File: src/rtl/game_ctrl_param.sv
// -----------------------------------------------------------------------------
// game_ctrl_param
//
// Round controller for the two-player factorization game (second generation).
// Runs the round flow READY -> QUESTION/INPUT -> result hold -> next round.
// Both players' HP are kept here, along with a per-question wrong-answer count
// and a played-rounds counter. Every result is shown for a fixed hold time
// before the flow moves on.
//
// Optional feature (macro GAME_TIMEOUT_EN):
//   When defined, an answer timer runs while the game is in QUESTION or INPUT.
//   It is cleared when READY moves to QUESTION and is frozen while the game is
//   in WRONG. When it reaches CLK_HZ*TIMEOUT_SEC-1, the controller forces OUCH.
//   A judge-driven transition on the same cycle still wins.
//   When the macro is not defined there is no answer timer and no time limit.
//
// Parameters:
//   CLK_HZ      clock frequency in Hz
//   HOLD_SEC    result hold time in seconds (HOLD_CYC = CLK_HZ*HOLD_SEC)
//   HP_INIT     starting HP per player (>= 1)
//   HP_W        HP register width (must hold HP_INIT)
//   WRONG_MAX   wrong answers per question before an automatic OUCH (>= 1)
//   ROUND_W     round counter width
//   TIMEOUT_SEC answer time limit in seconds (used only with GAME_TIMEOUT_EN)
//
// Ports:
//   CLK         system clock
//   RST         asynchronous, active-high reset
//   START_OK    level: both players pressed start
//   QUE_READY   level: the input module has stored a question
//   QUE_TOGGLE  one-cycle pulse: switch between QUESTION and INPUT
//   JUDG        judge result: 00 none, 01 self correct,
//               10 opponent correct, 11 both correct
//   WRONG       one-cycle pulse: self answered incorrectly
//   STATE       current state code (READY=2 QUESTION=3 INPUT=4 DRAW=6
//               WRONG=7 GOOD=8 OUCH=9 WIN=10 LOSE=11)
//   HP_SELF     own HP
//   HP_OPP      opponent HP
//   ROUND       rounds played since the last game start (saturating)
//   HOLD_BUSY   high while STATE is a hold state
//
// Input protocol: there is no valid/ready handshake. START_OK and QUE_READY
// are levels and are qualified by the current state. QUE_TOGGLE and WRONG are
// single-cycle pulses, consumed only in the state that reacts to them. JUDG is
// sampled every cycle and is ignored in READY and in all hold states.
//
// All outputs are registered (Moore). An input sampled at edge t shows up on
// STATE right after edge t. STATE doubles as the debug view of the FSM.
// -----------------------------------------------------------------------------
module game_ctrl_param #(
  parameter int CLK_HZ      = 50_000_000,
  parameter int HOLD_SEC    = 1,
  parameter int HP_INIT     = 3,
  parameter int HP_W        = 2,
  parameter int WRONG_MAX   = 3,
  parameter int ROUND_W     = 4,
  parameter int TIMEOUT_SEC = 10
) (
  input  logic               CLK,
  input  logic               RST,
  input  logic               START_OK,
  input  logic               QUE_READY,
  input  logic               QUE_TOGGLE,
  input  logic [1:0]         JUDG,
  input  logic               WRONG,
  output logic [3:0]         STATE,
  output logic [HP_W-1:0]    HP_SELF,
  output logic [HP_W-1:0]    HP_OPP,
  output logic [ROUND_W-1:0] ROUND,
  output logic               HOLD_BUSY
);

  // ---------------------------------------------------------------------------
  // Derived constants
  // ---------------------------------------------------------------------------
  localparam int HOLD_CYC = CLK_HZ * HOLD_SEC;
  localparam int HOLD_W   = (HOLD_CYC > 1) ? $clog2(HOLD_CYC) : 1;
  localparam int WCNT_W   = (WRONG_MAX > 1) ? $clog2(WRONG_MAX) : 1;

  localparam logic [HOLD_W-1:0]  HOLD_LAST = HOLD_W'(HOLD_CYC - 1);
  localparam logic [WCNT_W-1:0]  WCNT_LAST = WCNT_W'(WRONG_MAX - 1);
  localparam logic [HP_W-1:0]    HP_START  = HP_W'(HP_INIT);
  localparam logic [ROUND_W-1:0] ROUND_MAX = {ROUND_W{1'b1}};

  // Elaboration-time guard against parameter sets the datapath cannot hold.
  if (HP_INIT < 1 || HP_INIT > (2 ** HP_W) - 1 || WRONG_MAX < 1 ||
      HOLD_CYC < 1 || CLK_HZ * TIMEOUT_SEC < 1) begin : g_bad_params
    $error("game_ctrl_param: invalid parameter set");
  end

  // ---------------------------------------------------------------------------
  // State encoding: the values are the external STATE codes
  // ---------------------------------------------------------------------------
  typedef enum logic [3:0] {
    S_READY    = 4'd2,
    S_QUESTION = 4'd3,
    S_INPUT    = 4'd4,
    S_DRAW     = 4'd6,
    S_WRONG    = 4'd7,
    S_GOOD     = 4'd8,
    S_OUCH     = 4'd9,
    S_WIN      = 4'd10,
    S_LOSE     = 4'd11
  } state_t;

  function automatic logic is_hold(input state_t s);
    case (s)
      S_DRAW, S_WRONG, S_GOOD, S_OUCH, S_WIN, S_LOSE: is_hold = 1'b1;
      default:                                        is_hold = 1'b0;
    endcase
  endfunction

  // ---------------------------------------------------------------------------
  // Registers and their next values
  // ---------------------------------------------------------------------------
  state_t             state_q,     state_d;
  logic [HP_W-1:0]    hp_self_q,   hp_self_d;
  logic [HP_W-1:0]    hp_opp_q,    hp_opp_d;
  logic [ROUND_W-1:0] round_q,     round_d;
  logic [WCNT_W-1:0]  wrong_cnt_q, wrong_cnt_d;
  logic [HOLD_W-1:0]  hold_cnt_q,  hold_cnt_d;
  logic               hold_busy_q;

  logic hold_done;    // last cycle of the current hold state
  logic timeout_hit;  // answer time limit reached this cycle
  logic take_ouch;    // any path into OUCH (judge, wrong limit, timeout)
  logic round_inc;    // a round result is being entered

  assign hold_done = (hold_cnt_q == HOLD_LAST);

  // ---------------------------------------------------------------------------
  // Optional answer timer
  // ---------------------------------------------------------------------------
`ifdef GAME_TIMEOUT_EN
  localparam int TMO_CYC = CLK_HZ * TIMEOUT_SEC;
  localparam int TMO_W   = (TMO_CYC > 1) ? $clog2(TMO_CYC) : 1;
  localparam logic [TMO_W-1:0] TMO_LAST = TMO_W'(TMO_CYC - 1);

  logic [TMO_W-1:0] ans_tmr_q, ans_tmr_d;

  // Counts only in QUESTION/INPUT, so it holds its value in WRONG. Reaching
  // TMO_LAST always forces an exit from QUESTION/INPUT, so it never wraps.
  always_comb begin
    ans_tmr_d = ans_tmr_q;
    if (state_q == S_READY && state_d == S_QUESTION) begin
      ans_tmr_d = '0;
    end else if ((state_q == S_QUESTION || state_q == S_INPUT) &&
                 ans_tmr_q != TMO_LAST) begin
      ans_tmr_d = ans_tmr_q + 1'b1;
    end
  end

  always_ff @(posedge CLK or posedge RST) begin
    if (RST) begin
      ans_tmr_q <= '0;
    end else begin
      ans_tmr_q <= ans_tmr_d;
    end
  end

  assign timeout_hit = (ans_tmr_q == TMO_LAST);
`else
  assign timeout_hit = 1'b0;
`endif

  // ---------------------------------------------------------------------------
  // Next-state and datapath logic
  // ---------------------------------------------------------------------------
  always_comb begin
    state_d     = state_q;
    hp_self_d   = hp_self_q;
    hp_opp_d    = hp_opp_q;
    round_d     = round_q;
    wrong_cnt_d = wrong_cnt_q;
    hold_cnt_d  = '0;
    take_ouch   = 1'b0;
    round_inc   = 1'b0;

    case (state_q)
      S_READY: begin
        if (START_OK && QUE_READY) begin
          state_d     = S_QUESTION;
          wrong_cnt_d = '0;
        end
      end

      S_QUESTION: begin
        if (JUDG == 2'b10 || timeout_hit) begin
          take_ouch = 1'b1;
        end else if (QUE_TOGGLE && QUE_READY) begin
          state_d = S_INPUT;
        end
      end

      S_INPUT: begin
        // Judge results outrank everything, then the time limit, then the
        // player's own wrong answer, then a plain toggle back to QUESTION.
        if (JUDG == 2'b11) begin
          state_d   = S_DRAW;
          round_inc = 1'b1;
        end else if (JUDG == 2'b01) begin
          state_d   = S_GOOD;
          hp_opp_d  = (hp_opp_q != '0) ? hp_opp_q - 1'b1 : '0;
          round_inc = 1'b1;
        end else if (JUDG == 2'b10 || timeout_hit) begin
          take_ouch = 1'b1;
        end else if (WRONG) begin
          if (wrong_cnt_q == WCNT_LAST) begin
            take_ouch   = 1'b1;
            wrong_cnt_d = '0;
          end else begin
            state_d     = S_WRONG;
            wrong_cnt_d = wrong_cnt_q + 1'b1;
          end
        end else if (QUE_TOGGLE) begin
          state_d = S_QUESTION;
        end
      end

      S_WRONG: begin
        if (hold_done) begin
          state_d = S_INPUT;
        end
      end

      S_GOOD: begin
        // Uses the HP already decremented on entry.
        if (hold_done) begin
          state_d = (hp_opp_q == '0) ? S_WIN : S_READY;
        end
      end

      S_OUCH: begin
        if (hold_done) begin
          state_d = (hp_self_q == '0) ? S_LOSE : S_READY;
        end
      end

      S_DRAW: begin
        if (hold_done) begin
          state_d = S_READY;
        end
      end

      S_WIN, S_LOSE: begin
        // The game is over: restore both players' HP and restart the count.
        if (hold_done) begin
          state_d   = S_READY;
          hp_self_d = HP_START;
          hp_opp_d  = HP_START;
          round_d   = '0;
        end
      end

      default: begin
        state_d = S_READY;
      end
    endcase

    if (take_ouch) begin
      state_d   = S_OUCH;
      hp_self_d = (hp_self_q != '0) ? hp_self_q - 1'b1 : '0;
      round_inc = 1'b1;
    end

    if (round_inc && round_q != ROUND_MAX) begin
      round_d = round_q + 1'b1;
    end

    // The hold counter is zero outside hold states and on the expiry edge,
    // so every hold state starts counting from zero.
    if (is_hold(state_q) && !hold_done) begin
      hold_cnt_d = hold_cnt_q + 1'b1;
    end
  end

  // ---------------------------------------------------------------------------
  // State register
  // ---------------------------------------------------------------------------
  always_ff @(posedge CLK or posedge RST) begin
    if (RST) begin
      state_q     <= S_READY;
      hp_self_q   <= HP_START;
      hp_opp_q    <= HP_START;
      round_q     <= '0;
      wrong_cnt_q <= '0;
      hold_cnt_q  <= '0;
      hold_busy_q <= 1'b0;
    end else begin
      state_q     <= state_d;
      hp_self_q   <= hp_self_d;
      hp_opp_q    <= hp_opp_d;
      round_q     <= round_d;
      wrong_cnt_q <= wrong_cnt_d;
      hold_cnt_q  <= hold_cnt_d;
      hold_busy_q <= is_hold(state_d);
    end
  end

  assign STATE     = state_q;
  assign HP_SELF   = hp_self_q;
  assign HP_OPP    = hp_opp_q;
  assign ROUND     = round_q;
  assign HOLD_BUSY = hold_busy_q;

endmodule

File: config.mk
export PLATFORM = sky130hd
export DESIGN_NAME = game_ctrl_param
export DESIGN_NICKNAME = d
export VERILOG_FILES = /design/src/rtl/game_ctrl_param.sv
export SDC_FILE = /design/constraint.sdc
export NUM_CORES = 1
export LEC_CHECK = 0
export CAP_MARGIN = 10
export CORE_ASPECT_RATIO = 2
export CORE_MARGIN = 8
export CORE_UTILIZATION = 45
export DETAILED_ROUTE_END_ITERATION = 6
export GPL_ROUTABILITY_DRIVEN = 0
export GPL_TIMING_DRIVEN = 0
export PLACE_DENSITY = 0.65
export SYNTH_ARGS = -nofsm -noshare
export SYNTH_HDL_FRONTEND = slang
export SYNTH_SLANG_ARGS = --single-unit
File: constraint.sdc
create_clock -name CLK -period 2.4 [get_ports CLK]
set_clock_uncertainty 0.05 [all_clocks]
set_input_delay 0.48 -clock CLK [delete_from_list [all_inputs] [get_ports CLK]]
set_output_delay 0.48 -clock CLK [all_outputs]
set_load 0.01 [all_outputs]
; ---- Word-level counts from Yosys, hierarchy flattened
; Cells that the tools add are included.
[totals]
regBits = 41
latchBits = 0
ram_bits = 0
romBits = 0
inputBits = 8
out_inout_bits = 13
wordCells = 112
n_memories = 0
[op_classes]
n_addsub = 5
mul = 0
n_div = 0
order_cmp = 0
n_eq_ne = 28
n_shift = 0
muxes = 49
n_bitwise = 0
reduce_logical = 23
[op_table]
columns = cell, count
row1 = 4-bit two-way mux, 19
row2 = 4-bit == test (second input constant), 8
row3 = 4-bit case mux with 7 select lines, 1
row4 = 26-bit by 1-bit adder with 26-bit output (second input constant), 1
row5 = 26-bit == test (second input constant), 1
row6 = 2-bit two-way mux, 13
row7 = 26-bit two-way mux, 1
row8 = 4-bit by 3-bit == test with 1-bit output (second input constant), 5
row9 = 2-bit nonzero test, 8
row10 = 2-bit != test (second input constant), 7
row11 = 1-bit two-way mux, 12
row12 = 6-bit OR reduction, 2
row13 = 4-bit by 2-bit == test with 1-bit output (second input constant), 2
row14 = 2-bit case mux with 2 select lines, 2
row15 = 2-bit == test (second input constant), 3
row16 = 6-bit AND reduction, 1
row17 = 4-bit by 1-bit adder with 4-bit output (second input constant), 1
row18 = 1-bit logical AND, 4
row19 = 2-bit zero test, 2
row20 = 4-bit != test (second input constant), 1
row21 = 2-bit AND reduction, 2
row22 = 4-bit AND reduction, 1
row23 = 2-bit by 1-bit subtractor with 2-bit output (second input constant), 2
row24 = 3-bit OR reduction, 1
row25 = other kinds (5), 5

; ---- Logic depth before layout (Yosys ltp)
[logic_depth]
depth_word = 11
ltp_mapped = 8

; ---- Least setup slack after synthesis
; Ideal clock, no wire load.
[synth_timing]
path_kind = register to register
start = register state_q[2] (netlist: STATE[2])
end = register round_q[3] (netlist: ROUND[3])
t_arrival_ns = 1.865
setup_slack_ns = 0.367
stages_incl_launch_ff = 7
n_path_buf = 1
period_less_slack_ns = 2.033
path_cell_list = dfrtp_1 buf_2 nor3b_1 o221ai_2 a32oi_1 mux2_2 a21o_1
[synth_between]
elab_chain_cells = 6
[synth_lines]
columns = item, line_no
row1 = start: declaration, 116  ; state_t state_q, state_d;
row2 = start signal: assignment, 290  ; state_q <= state_d;
row3 = 4-bit by 3-bit == test with 1-bit output or 4-bit by 2-bit == test with 1-bit output (tied branches), 179  ; case (state_q)
row4 = 1-bit case mux with 2 select lines or 1-bit two-way mux (tied branches), 179
row5 = 1-bit two-way mux, 260  ; if (take_ouch) begin
row6 = 1-bit logical AND, 266  ; if (round_inc && round_q != ROUND_MAX) begin
row7 = 2-bit nonzero test (no line), n/a
row8 = 2-bit AND reduction (no line), n/a
row9 = end signal: assignment, 293  ; round_q <= round_d;
row10 = end: declaration, 119  ; logic [ROUND_W-1:0] round_q, round_d;
; Parallel ways exist; a longest one is shown, timed or not.
; A chain may end at the register's enable or synchronous reset.

; ---- Worst setup path in the final report
[layout_timing]
start = input JUDG[1]
end = register round_q[3] (netlist: ROUND[3])
[layout_between]
elab_chain_cells = 9
[layout_lines]
columns = item, line_no
row1 = start: declaration, 64  ; input logic [1:0] JUDG,
row2 = 2-bit == test, "188, 205"
row3 = 1-bit two-way mux, 205  ; end else if (JUDG == 2'b10 || timeout_hit) begin
row4 = 1-bit two-way mux, 201  ; end else if (JUDG == 2'b01) begin
row5 = 1-bit two-way mux, 198  ; if (JUDG == 2'b11) begin
row6 = 1-bit case mux with 2 select lines, 179
row7 = 1-bit two-way mux *, 260
row8 = 1-bit logical AND *, 266
row9 = 2-bit nonzero test (no line), n/a
row10 = 2-bit AND reduction (no line), n/a
; Every way passes the cells marked *; elsewhere a longest branch is shown, timed or not.

==> impl_metrics.tcl <==
set metrics [dict create \
    switching_share_pct 22.2 \
    grt_use_met3_pct 3.60 \
    hold_viol 0 \
    power_frac_seq_pct 57.5 \
    powerDensity_nw_per_um2 444 \
    leakage_uw 0.00116 \
    die_w_um 67.2 \
    critPathCapture "ROUND[3]$_DFFE_PP0P_" \
    ir_drop_uv 399 \
    synth_edf_count 0 \
    num_io_pins 21 \
    cts_tree "done" \
    worstSetupStartpointType "primary input" \
    r2r-start "hold_cnt_q[0]$_DFF_PP0_" \
    synth_compound_area_share_pct 10.1 \
    endpoint_kind "register" \
    n_antenna_cell 0 \
    synth-async-reset-ratio_pct 100 \
    avgSynthCellArea_um2 9.20 \
    top_usage_layer "met2" \
    cp_data_required_time_ns 2.55 \
    fin_ws_ns 0.138 \
    antenna_found_initial 0 \
    avgViaCountPerCell 5.75 \
    grt.overflow.total 0 \
    hold_path.class "register to register" \
    dp_slack_ns -0.235 \
    cpPeakStageDelay_ns 0.62 \
    min_period_over_period_pct 94.2 \
    core_area_um2 5090 \
    first_iter_violations 124 \
    grt_pass1_wl_um 9510 \
    arrival_ns 2.41 \
    cts_buffer_depth 2 \
    clk_pin_slew_ns 0.08 \
    postCtsSetupBuffers 0 \
    synth_xor_area_share_pct 9.30 \
    synth_ff_type "dfrtp_1" \
    wl_per_cell_um 16.0 \
    path_buf_inv 1 \
    path_max_fanout 10 \
    outcome "finished clean" \
    hold-path-cell-count 1 \
    placed_cell_area_um2 2630 \
    ys_warn_count 0 \
    pwr-share-comb_pct 4.3 \
    rows 37 \
    path_delay_family "compound AO/OA/AOI/OAI gates" \
    wl_um 5470 \
    maxSlewViolCount 0 \
    dpl.hpwl_um 4060 \
    max_freq_mhz 442 \
    postLayoutCoreUtil_pct 53.5 \
    grt.total_usage_pct 15.3 \
    synth-simple-area-share_pct 31.0 \
    seq_area_frac_synth_pct 43.8 \
    maxCapViolCount 0 \
    worst_slew_pin_slew_ns 0.855 \
    grt_pass1_vias 2015 \
    ys_seq_elements 41 \
    vias 1961 \
    synth_top_family_by_area "simple AND/OR/NAND/NOR gates" \
    r2r_setup_slack_ns 0.22 \
    slowest_stage "clkdlybuf4s50_1" \
    synth_adder_area_share_pct 1.06 \
    drive_gt1_share_pct 11.3 \
    setup_viol 0 \
    cp.depth 6 \
    synthMuxAreaShare_pct 0.478 \
    synthCells 256 \
    use_met1_pct 15.1 \
    drc 0 \
    syn_nets 266 \
    layout_min_cycle_time_ns 2.26 \
    h-tree-depth 2 \
    synth_cell_types 55 \
    clkPwrFrac_pct 38.2 \
    met2_usage_pct 26.4 \
    p_sw_uw 269 \
    grt_max_degree 42 \
    internal-power_uw 941 \
    rr_endpoint "hold_cnt_q[21]$_DFF_PP0_" \
    num-fill-cells 516 \
    cts_buffers 5 \
    start_util_pct 46.2 \
    die_h_um 118 \
    syn-cell-area_um2 2350 \
    dr.pass1.iters 4 \
    port_buffers 20 \
    fin_total_pwr_uw 1210 \
    regArea_um2 1030 \
    path_cells "clkdlybuf4s50_1 -> and4b_1 -> o221ai_2 -> a32oi_2 -> mux2_2 -> a21o_1" \
    insertion_delay_ns 0.30 \
    cts-root-buf "clkbuf_8" \
    crit_type "primary input to register" \
    nNetsFinal 293 \
    max_slew_margin_pct 42.9 \
    clock_sinks 41 \
    rsz0062_at_grt "false" \
    multi_input_area_um2 1240 \
    r2r_cells 8 \
    crit_path_start "JUDG[1]" \
    die_area_um2 7940 \
    area_growth_pct 15.8 \
    design_area_um2 2730 \
    postRouteAntennaNets 0 \
]
[synthesized netlist by cell type, drive strengths merged, types with 2 or more instances]
library cell / count / area share (%)
nor2: 39 / 6.2
nor3: 16 / 3.9
a31o: 2 / 0.74
nand3b: 2 / 0.64
o21ai: 7 / 1.6
and2: 3 / 0.80
dfrtp: 36 / 38
nor2b: 7 / 1.9
a21o: 3 / 0.96
nand3: 14 / 3.2
xor2: 5 / 1.9
inv: 11 / 1.8
and3b: 2 / 0.74
buf: 7 / 2.0
a31oi: 2 / 0.53
o311ai: 2 / 0.74
nor3b: 3 / 0.96
and3: 4 / 1.1
or3b: 2 / 0.74
a21oi: 7 / 1.5
xnor2: 20 / 7.4
dfstp: 5 / 5.6
and4: 4 / 1.5
clkbuf: 3 / 0.48
nor4: 8 / 2.1
nand2: 17 / 2.7
nand4: 4 / 1.1
ha: 2 / 1.1
or4b: 2 / 1.0
[power by group through the flow]
stage	sequential [uW]	combinational, uW	clock (uW)
5_1_grt	696	59.4	503
3_3_place_gp	709	52.2	0
4_1_cts	695	53.1	476
2_1_floorplan	708	26.1	0
6_report	696	52.0	462
3_5_place_dp	709	52.9	0
[cell type report]
type | count | share of cell area (%)
repair buffers | 20 | 7.34
well taps | 58 | 2.66
multi-input cells | 194 | 45.3
plain buffers | 10 | 2.11
inverters | 11 | 1.51
clock buffers | 7 | 3.17
flip-flops and latches | 41 | 37.9
[cells in the final DEF, fill, tap and decap left out, types with 2 or more instances in the layout]
cell,netlist,layout
a31oi_1,2,2
buf_1,2,2
and3_1,4,4
clkbuf_1,3,4
dfrtp_1,36,36
clkbuf_8,0,6
nand4_1,4,4
inv_1,11,10
xor2_1,5,5
and3b_1,2,2
nand3_1,13,13
a31o_2,2,2
nor2b_1,7,7
ha_1,2,2
and4_1,3,3
xnor2_1,20,20
nand3b_1,2,2
o21ai_0,6,5
nand2_1,17,17
nor3_1,15,15
a21o_1,3,3
buf_4,3,3
and2_1,3,3
nor2_1,39,39
nor4_1,8,8
or3b_2,2,2
dfstp_2,5,5
clkdlybuf4s50_1,0,20
a21oi_1,7,7
nor3b_1,3,2
[timing repair]
| item | CTS | global route |
|---|---|---|
| endpoints found under the setup margin | 0 | 2 |
| resized for setup | 0 | 3 |
| hold buffers | 0 | 0 |
| hold endpoints to repair | 0 | 0 |
[layer usage]
layer / vias to the layer above / part of all wire [%]
met4: 0 / 6.1
li1: 956 / -
met2: 42 / 52
met5: - / 0
met3: 23 / 4.4
met1: 940 / 37
[kinds of logic (layout without fill, tap and decap cells)]
logic type	count (synthesis)	after routing
xor+xnor	25	25
simple gates	132	132
fa+ha+maj	2	2
compound gates	34	34
buf+inv	21	48
mux	1	1
flops	41	41
[state kept, by name, indices dropped and copies added (netlist names)]
name and cells:
ROUND 4, HP_SELF 2, STATE 4, wrong_cnt_q 2
hold_cnt_q 26, HOLD_BUSY 1, HP_OPP 2
[metrics by stage]
step / std cells / setup TNS [ns] / hold WS [ns]
6_report: 341 / 0 / 0.430
5_1_grt: 341 / 0 / 0.469
4_1_cts: 341 / 0 / 0.434
3_5_place_dp: 334 / -0.542 / 0.422
3_3_place_gp: 334 / -0.437 / 0.418
2_1_floorplan: 256 / 0 / 0.395
[worst min path at each step]
stage                            start                       to  slack, ns
5_1_grt        hold_cnt_q[0]$_DFF_PP0_  hold_cnt_q[0]$_DFF_PP0_       0.47
2_1_floorplan  hold_cnt_q[0]$_DFF_PP0_  hold_cnt_q[0]$_DFF_PP0_       0.40
6_report       hold_cnt_q[0]$_DFF_PP0_  hold_cnt_q[0]$_DFF_PP0_       0.43
3_3_place_gp   hold_cnt_q[0]$_DFF_PP0_  hold_cnt_q[0]$_DFF_PP0_       0.42
4_1_cts        hold_cnt_q[0]$_DFF_PP0_  hold_cnt_q[0]$_DFF_PP0_       0.43
3_5_place_dp   hold_cnt_q[0]$_DFF_PP0_  hold_cnt_q[0]$_DFF_PP0_       0.42
No activity file was read; power rests on OpenSTA's default activity.
